--- src/rtl/button_conditioner.sv ---
// Push-button conditioner: two-flop synchroniser, debounce filter and a press/long-press FSM.
// Optional auto-repeat while held is enabled by defining BUTTON_AUTO_REPEAT_EN.
module button_conditioner #(
  parameter int DEBOUNCE_CYCLES = 4,
  parameter int LONG_CYCLES     = 16,
  parameter int REPEAT_CYCLES   = 4
) (
  input  logic clk,
  input  logic rst,
  input  logic button,
  output logic press,
  output logic long_press,
  output logic held
);

  localparam int DB_W = $clog2(DEBOUNCE_CYCLES + 1);
  localparam int LG_W = $clog2(LONG_CYCLES + 1);

  // state   | meaning
  // IDLE    | released, waiting for debounced level to rise
  // PRESSED | press pulse issued, timing towards long_press
  // LONG    | long_press issued, held until release
  // REPEAT  | auto-repeat press pulses while held (BUTTON_AUTO_REPEAT_EN only)
`ifdef BUTTON_AUTO_REPEAT_EN
  typedef enum logic [1:0] {IDLE, PRESSED, LONG, REPEAT} state_t;
  localparam int RP_W = $clog2(REPEAT_CYCLES + 1);
  logic [RP_W-1:0] rpt_cnt, rpt_cnt_nx;
`else
  typedef enum logic [1:0] {IDLE, PRESSED, LONG} state_t;
`endif

  state_t          state, state_nx;
  logic            sync1, sync2;
  logic [DB_W-1:0] db_cnt;
  logic [LG_W-1:0] hold_cnt, hold_cnt_nx;
  logic            press_nx, long_nx;

  // Synchroniser and debounce filter
  always_ff @(posedge clk) begin
    if (rst) begin
      sync1  <= 1'b0;
      sync2  <= 1'b0;
      held   <= 1'b0;
      db_cnt <= '0;
    end else begin
      sync1 <= button;
      sync2 <= sync1;
      if (sync2 == held) begin
        db_cnt <= '0;
      end else if (db_cnt == DB_W'(DEBOUNCE_CYCLES - 1)) begin
        held   <= sync2;
        db_cnt <= '0;
      end else begin
        db_cnt <= db_cnt + DB_W'(1);
      end
    end
  end

  always_ff @(posedge clk) begin
    if (rst) begin
      state      <= IDLE;
      hold_cnt   <= '0;
      press      <= 1'b0;
      long_press <= 1'b0;
`ifdef BUTTON_AUTO_REPEAT_EN
      rpt_cnt    <= '0;
`endif
    end else begin
      state      <= state_nx;
      hold_cnt   <= hold_cnt_nx;
      press      <= press_nx;
      long_press <= long_nx;
`ifdef BUTTON_AUTO_REPEAT_EN
      rpt_cnt    <= rpt_cnt_nx;
`endif
    end
  end

  always_comb begin
    state_nx    = state;
    hold_cnt_nx = hold_cnt;
    press_nx    = 1'b0;
    long_nx     = 1'b0;
`ifdef BUTTON_AUTO_REPEAT_EN
    rpt_cnt_nx  = rpt_cnt;
`endif
    // A release always wins, so a pulse due in the release cycle is dropped.
    if (state != IDLE && !held) begin
      state_nx    = IDLE;
      hold_cnt_nx = '0;
`ifdef BUTTON_AUTO_REPEAT_EN
      rpt_cnt_nx  = '0;
`endif
    end else begin
      case (state)
        IDLE: begin
          if (held) begin
            state_nx    = PRESSED;
            press_nx    = 1'b1;
            hold_cnt_nx = '0;
          end
        end
        PRESSED: begin
          if (hold_cnt == LG_W'(LONG_CYCLES - 1)) begin
            state_nx    = LONG;
            long_nx     = 1'b1;
            hold_cnt_nx = '0;
`ifdef BUTTON_AUTO_REPEAT_EN
            rpt_cnt_nx  = '0;
`endif
          end else begin
            hold_cnt_nx = hold_cnt + LG_W'(1);
          end
        end
`ifdef BUTTON_AUTO_REPEAT_EN
        // LONG counts as the first repeat cycle so the first repeat lands
        // exactly REPEAT_CYCLES after long_press.
        LONG, REPEAT: begin
          state_nx = REPEAT;
          if (rpt_cnt == RP_W'(REPEAT_CYCLES - 1)) begin
            press_nx   = 1'b1;
            rpt_cnt_nx = '0;
          end else begin
            rpt_cnt_nx = rpt_cnt + RP_W'(1);
          end
        end
`else
        LONG: state_nx = LONG;
`endif
        default: begin
          state_nx    = IDLE;
          hold_cnt_nx = '0;
        end
      endcase
    end
  end

endmodule
--- config.mk ---
export PLATFORM = sky130hd
export DESIGN_NAME = button_conditioner
export DESIGN_NICKNAME = d
export VERILOG_FILES = /design/src/rtl/button_conditioner.sv
export SDC_FILE = /design/constraint.sdc
export NUM_CORES = 1
export LEC_CHECK = 0
export BUFFER_PORTS_ARGS = -buffer_cell sky130_fd_sc_hd__buf_2
export CORE_AREA = 5 5 42 44
export CTS_BUF_LIST = sky130_fd_sc_hd__clkbuf_4
export CTS_CLUSTER_DIAMETER = 150
export CTS_CLUSTER_SIZE = 25
export DETAILED_ROUTE_END_ITERATION = 7
export DIE_AREA = 0 0 47 49
export PLACE_DENSITY = 0.68
export SLEW_MARGIN = 5
export SYNTH_ARGS = -nofsm -noshare
export SYNTH_HDL_FRONTEND = slang
export SYNTH_SLANG_ARGS = --single-unit
export TNS_END_PERCENT = 10
--- constraint.sdc ---
create_clock -name clk -period 1.7 [get_ports clk]
set_input_delay 0.255 -clock clk [delete_from_list [all_inputs] [get_ports clk]]
set_output_delay 0.255 -clock clk [all_outputs]
set_load 0.02 [all_outputs]
**Yosys cells after proc, flatten, opt, wreduce, memory -nomap -nowiden**

Index checks and enable logic that the tools add are counted.

- Input bits: 3
- Flip-flop bits (word level): 15
- Output and inout bits: 3
- Logic and storage cells: 40

- Reductions and logical operators: 11
- Equal/unequal tests: 7
- Muxes and demuxes: 8
- Add/sub/neg operators: 2
- Bitwise logic cells: 4

Operator list:

| cell | number |
|---|---|
| one-hot mux 5 bit (3 select lines) | 1 |
| two-way mux 5 bit | 2 |
| OR reduction 3 bit | 3 |
| one-hot mux 2 bit (3 select lines) | 1 |
| AND reduction 2 bit | 3 |
| adder 5 x 1 -> 5 bit (second input constant) | 1 |
| equality test 5 x 4 -> 1 bit (second input constant) | 1 |
| two-way mux 2 bit | 2 |
| != test 2 bit (second input constant) | 2 |
| inverter 1 bit | 4 |
| adder 3 x 1 -> 3 bit (second input constant) | 1 |
| equality test 3 x 2 -> 1 bit (second input constant) | 1 |
| equality test 2 x 1 -> 1 bit (second input constant) | 1 |
| equality test 2 bit (second input constant) | 1 |
| logical NOT 2 bit | 1 |
| two-way mux 1 bit | 2 |
| nonzero test 2 bit | 1 |
| OR reduction 2 bit | 1 |
| equality test 1 bit | 1 |
| logical AND 1 bit | 1 |
| logical NOT 1 bit | 1 |

**Logic depth before layout (Yosys ltp)**

- Word-level depth: 3
- Gate-level depth with buffers: 6
- Gate-level depth less buffers: 6

**Least setup slack after synthesis**

No wires, ideal clock.

- Path kind: register to register
- From: reg state[0]
- To: reg hold_cnt[3]
- Library setup time: 0.072 ns
- Buffers on the path: 0
- Cell stages (with the launch flop): 7
- Setup slack: 0.003 ns
- Clock period less this slack: 1.697 ns
- Data arrival time: 1.625 ns
- Required time: 1.628 ns
- Cell sequence: dfxtp_1 inv_1 ha_1 nor2b_2 or2_4 or4_1 a21oi_1

- Word-level cells in the longest chain between the ends: 3
- Elaborated cells between the ends (all ways): 10
- Classes of those cells: 3 x eq/ne; 1 x mux; 1 x bitwise; 5 x reduce/logical

RTL lines:

| item | RTL line | source |
|---|---|---|
| start, declared | 32 | `state_t state, state_nx;` |
| start signal, assigned | 69 | `state <= state_nx;` |
| logical NOT 2 bit, or another cell as far along | 95 | `case (state)` |
| != test 2 bit (no line), or another cell as far along | n/a |  |
| AND reduction 2 bit (no line) or OR reduction 2 bit (tied branches) | n/a |  |
| end signal, assigned | 70 | `hold_cnt <= hold_cnt_nx;` |
| end, declared | 35 | `logic [LG_W-1:0] hold_cnt, hold_cnt_nx;` |

Several ways; a longest one is shown, not always the timed one.
A chain may end at the register's enable or synchronous reset.

**Worst setup path after layout**

- From: reg state[1]
- To: reg hold_cnt[3]

Same word-level chain as after synthesis.

==> out/metrics.cfg <==
[outcome]
status=complete, no violations

[detailed_routing]
via_per_inst=5.069
wirelength_mm=1.172
drcViolationCount=0
wl_per_cell_um=11.49
antenna_left=0
vias=517
drt_first_pass_iters=4
drt_iter0_drc=4

[cells_and_area]
regArea_um2=302.8
fillers=139
multi_input_area_um2=329.1
final_common_cell=dfxtp_1
final_core_util_pct=55.63
area_delta_synth_final_pct=21.44
drive_gt1_share_pct=29.07
n_antenna_cell=0
fin_nets=96
final_cell_mix=13 x dfxtp_1, 7 x nor2_1, 7 x buf_4

[setup_path]
critPathArrivalTime_ns=1.80
path_delay_family=simple AND/OR/NAND/NOR gates
crit_buf_inv=1
cp_max_fo=4
path_cells=inv_1 > ha_2 > nor2b_2 > or2_4 > or4_4 > a21oi_2
critical_path_class=register to register
max_stage_delay_ns=0.42
slowest_stage=or4_4
worstPathRequired_ns=1.92
cp-start-kind=register
crit_path_end_kind=register

[cts]
htreeDepth=1
cts_buffers=3
numClockSinks=15
cts_buffer_depth=2
cts_hold_buf=0
clock_latency_ns=0.28
cts_root_buffer=clkbuf_4
cts.clk_slew.worst_paths_ns=0.09
cts_tree=built

[timing]
drv_slew=0
worst_pin_slew_ns=0.3359
fin_crit_ns=1.583
finClkSkew_ns=0.001941
totalNegativeSetupSlack_ns=0
rsz0062_at_grt=false
period_share_pct=93.10
slew_headroom_pct=77.45
final-setup-viol-count=0
max_freq_mhz=631.9
hold_violations=0

[power_and_ir_drop]
power_density_nw_per_um2=732.0
vdd_drop_max_v=0.0006280
p_leak_nw=0.3035

[logic_synthesis]
yosys_warnings=0
syn_nets=79
netlist_area_um2=641.9
syn_inst=70
syn_avg_cell_area_um2=9.170
synth.ff_latch_count=15
synth_cell_types=24
yosysSeqAreaShare_pct=46.78

[grt]
grt_pass1_wl_mm=1.987
grt_pass1_vias=475
grt.total_usage_pct=11.84
grt_max_degree=10
globalRoute.totalOverflow=0
antenna_found_initial=0

[floorplan]
initial_utilization_pct=45.80
dieWidth_um=47
coreArea_um2=1401
dieArea_um2=2303
io-pin-count=6
fp-row-count=14
die_h_um=49

[placed_design]
io_buffers=5
routabilityCongestion=0.7178
dp_hpwl_um=859.6

[hold_path]
hp-class=input port to register

[run]
maxCapViolations=0

==> sequential cells by signal, indices dropped and copies added, names as in the netlist <==
register and flops:
state 2, sync1 1, press 1, db_cnt 3
hold_cnt 5, long_press 1, sync2 1, held 1
==> report_power, final <==
part	switching [W]	internal [W]
clock	0.000115	0.0000872
sequential	0.00000128	0.000354
combinational	0.00000719	0.00000639
==> cell usage after synthesis (all sizes together) <==
master,count,area share [%]
a211oi,1,1.2
a21oi,5,3.9
a2bb2oi,1,1.4
a31oi,1,0.98
dfxtp,15,47
ha,6,12
inv,6,3.5
mux2i,1,1.6
nand2,6,3.5
nand3,5,3.9
nand3b,1,1.2
nand4b,1,1.4
nor2,7,4.1
nor2b,3,3.3
nor4,1,0.98
o21a,1,1.2
o21ai,3,2.3
o21bai,1,1.2
or2,1,1.4
or3,2,2.1
or4,1,1.2
xnor2,1,1.4
==> final cells by class <==
class                      instances  share of cell area, %
multi-input combinational         49                  42.22
clock buffer                       3                  2.889
clock inverter                     1                 0.6421
sequential                        15                  38.84
tap                               16                  2.568
timing repair buffer              12                  9.952
inverter                           6                  2.889
==> routing by layer <==
layer / share of wire [%] / global-route usage [%] / up-vias
li1: - / - / 275
met1: 50 / 16.37 / 235
met3: 2.4 / 3.321 / 2
met4: 0.34 / 4.147 / 0
met2: 47 / 17.19 / 5
met5: 0 / 0 / -
==> stage by stage <==
stage	total power (W)	setup slack, ns	hold WS (ns)	cell area [µm²]	std cells
2_1_floorplan	0.0003693	0.002866	0.3244	641.9	70
3_3_place_gp	0.0003765	0.08869	0.4100	724.4	96
3_5_place_dp	0.0003768	0.03056	0.4171	724.4	96
4_1_cts	0.0005780	0.003842	0.1840	772.0	101
5_1_grt	0.0005973	0.05841	0.1908	779.5	102
6_report	0.0005706	0.1174	0.1983	779.5	102
==> cell families after synthesis <==
family | share of synthesized area, %
XOR/XNOR | 1.365
multiplexers | 1.560
AO/OA/AOI/OAI | 12.09
flip-flops | 46.78
adder cells (fa/ha/maj) | 11.70
AND/OR/NAND/NOR | 23.00
buffers and inverters | 3.509
==> worst paths after layout <==
kind / cells past startpoint / from / end / slack, ns
worst min-delay path: 2 / button / sync1$_SDFF_PP0_ / 0.20
worst max-delay path: 6 / state[1]$_SDFFE_PP0P_ / hold_cnt[3]$_SDFFE_PP0P_ / 0.12
worst min register to register: 1 / db_cnt[0]$_SDFF_PP0_ / db_cnt[0]$_SDFF_PP0_ / 0.42
worst max register to register: 6 / state[1]$_SDFFE_PP0P_ / hold_cnt[3]$_SDFFE_PP0P_ / 0.12
==> repair_timing <==
action,CTS,global route
resized for setup,5,2
setup buffers,1,1
pin swaps,2,3
setup endpoints to repair,1,2
No activity file was read; power rests on OpenSTA's default activity.
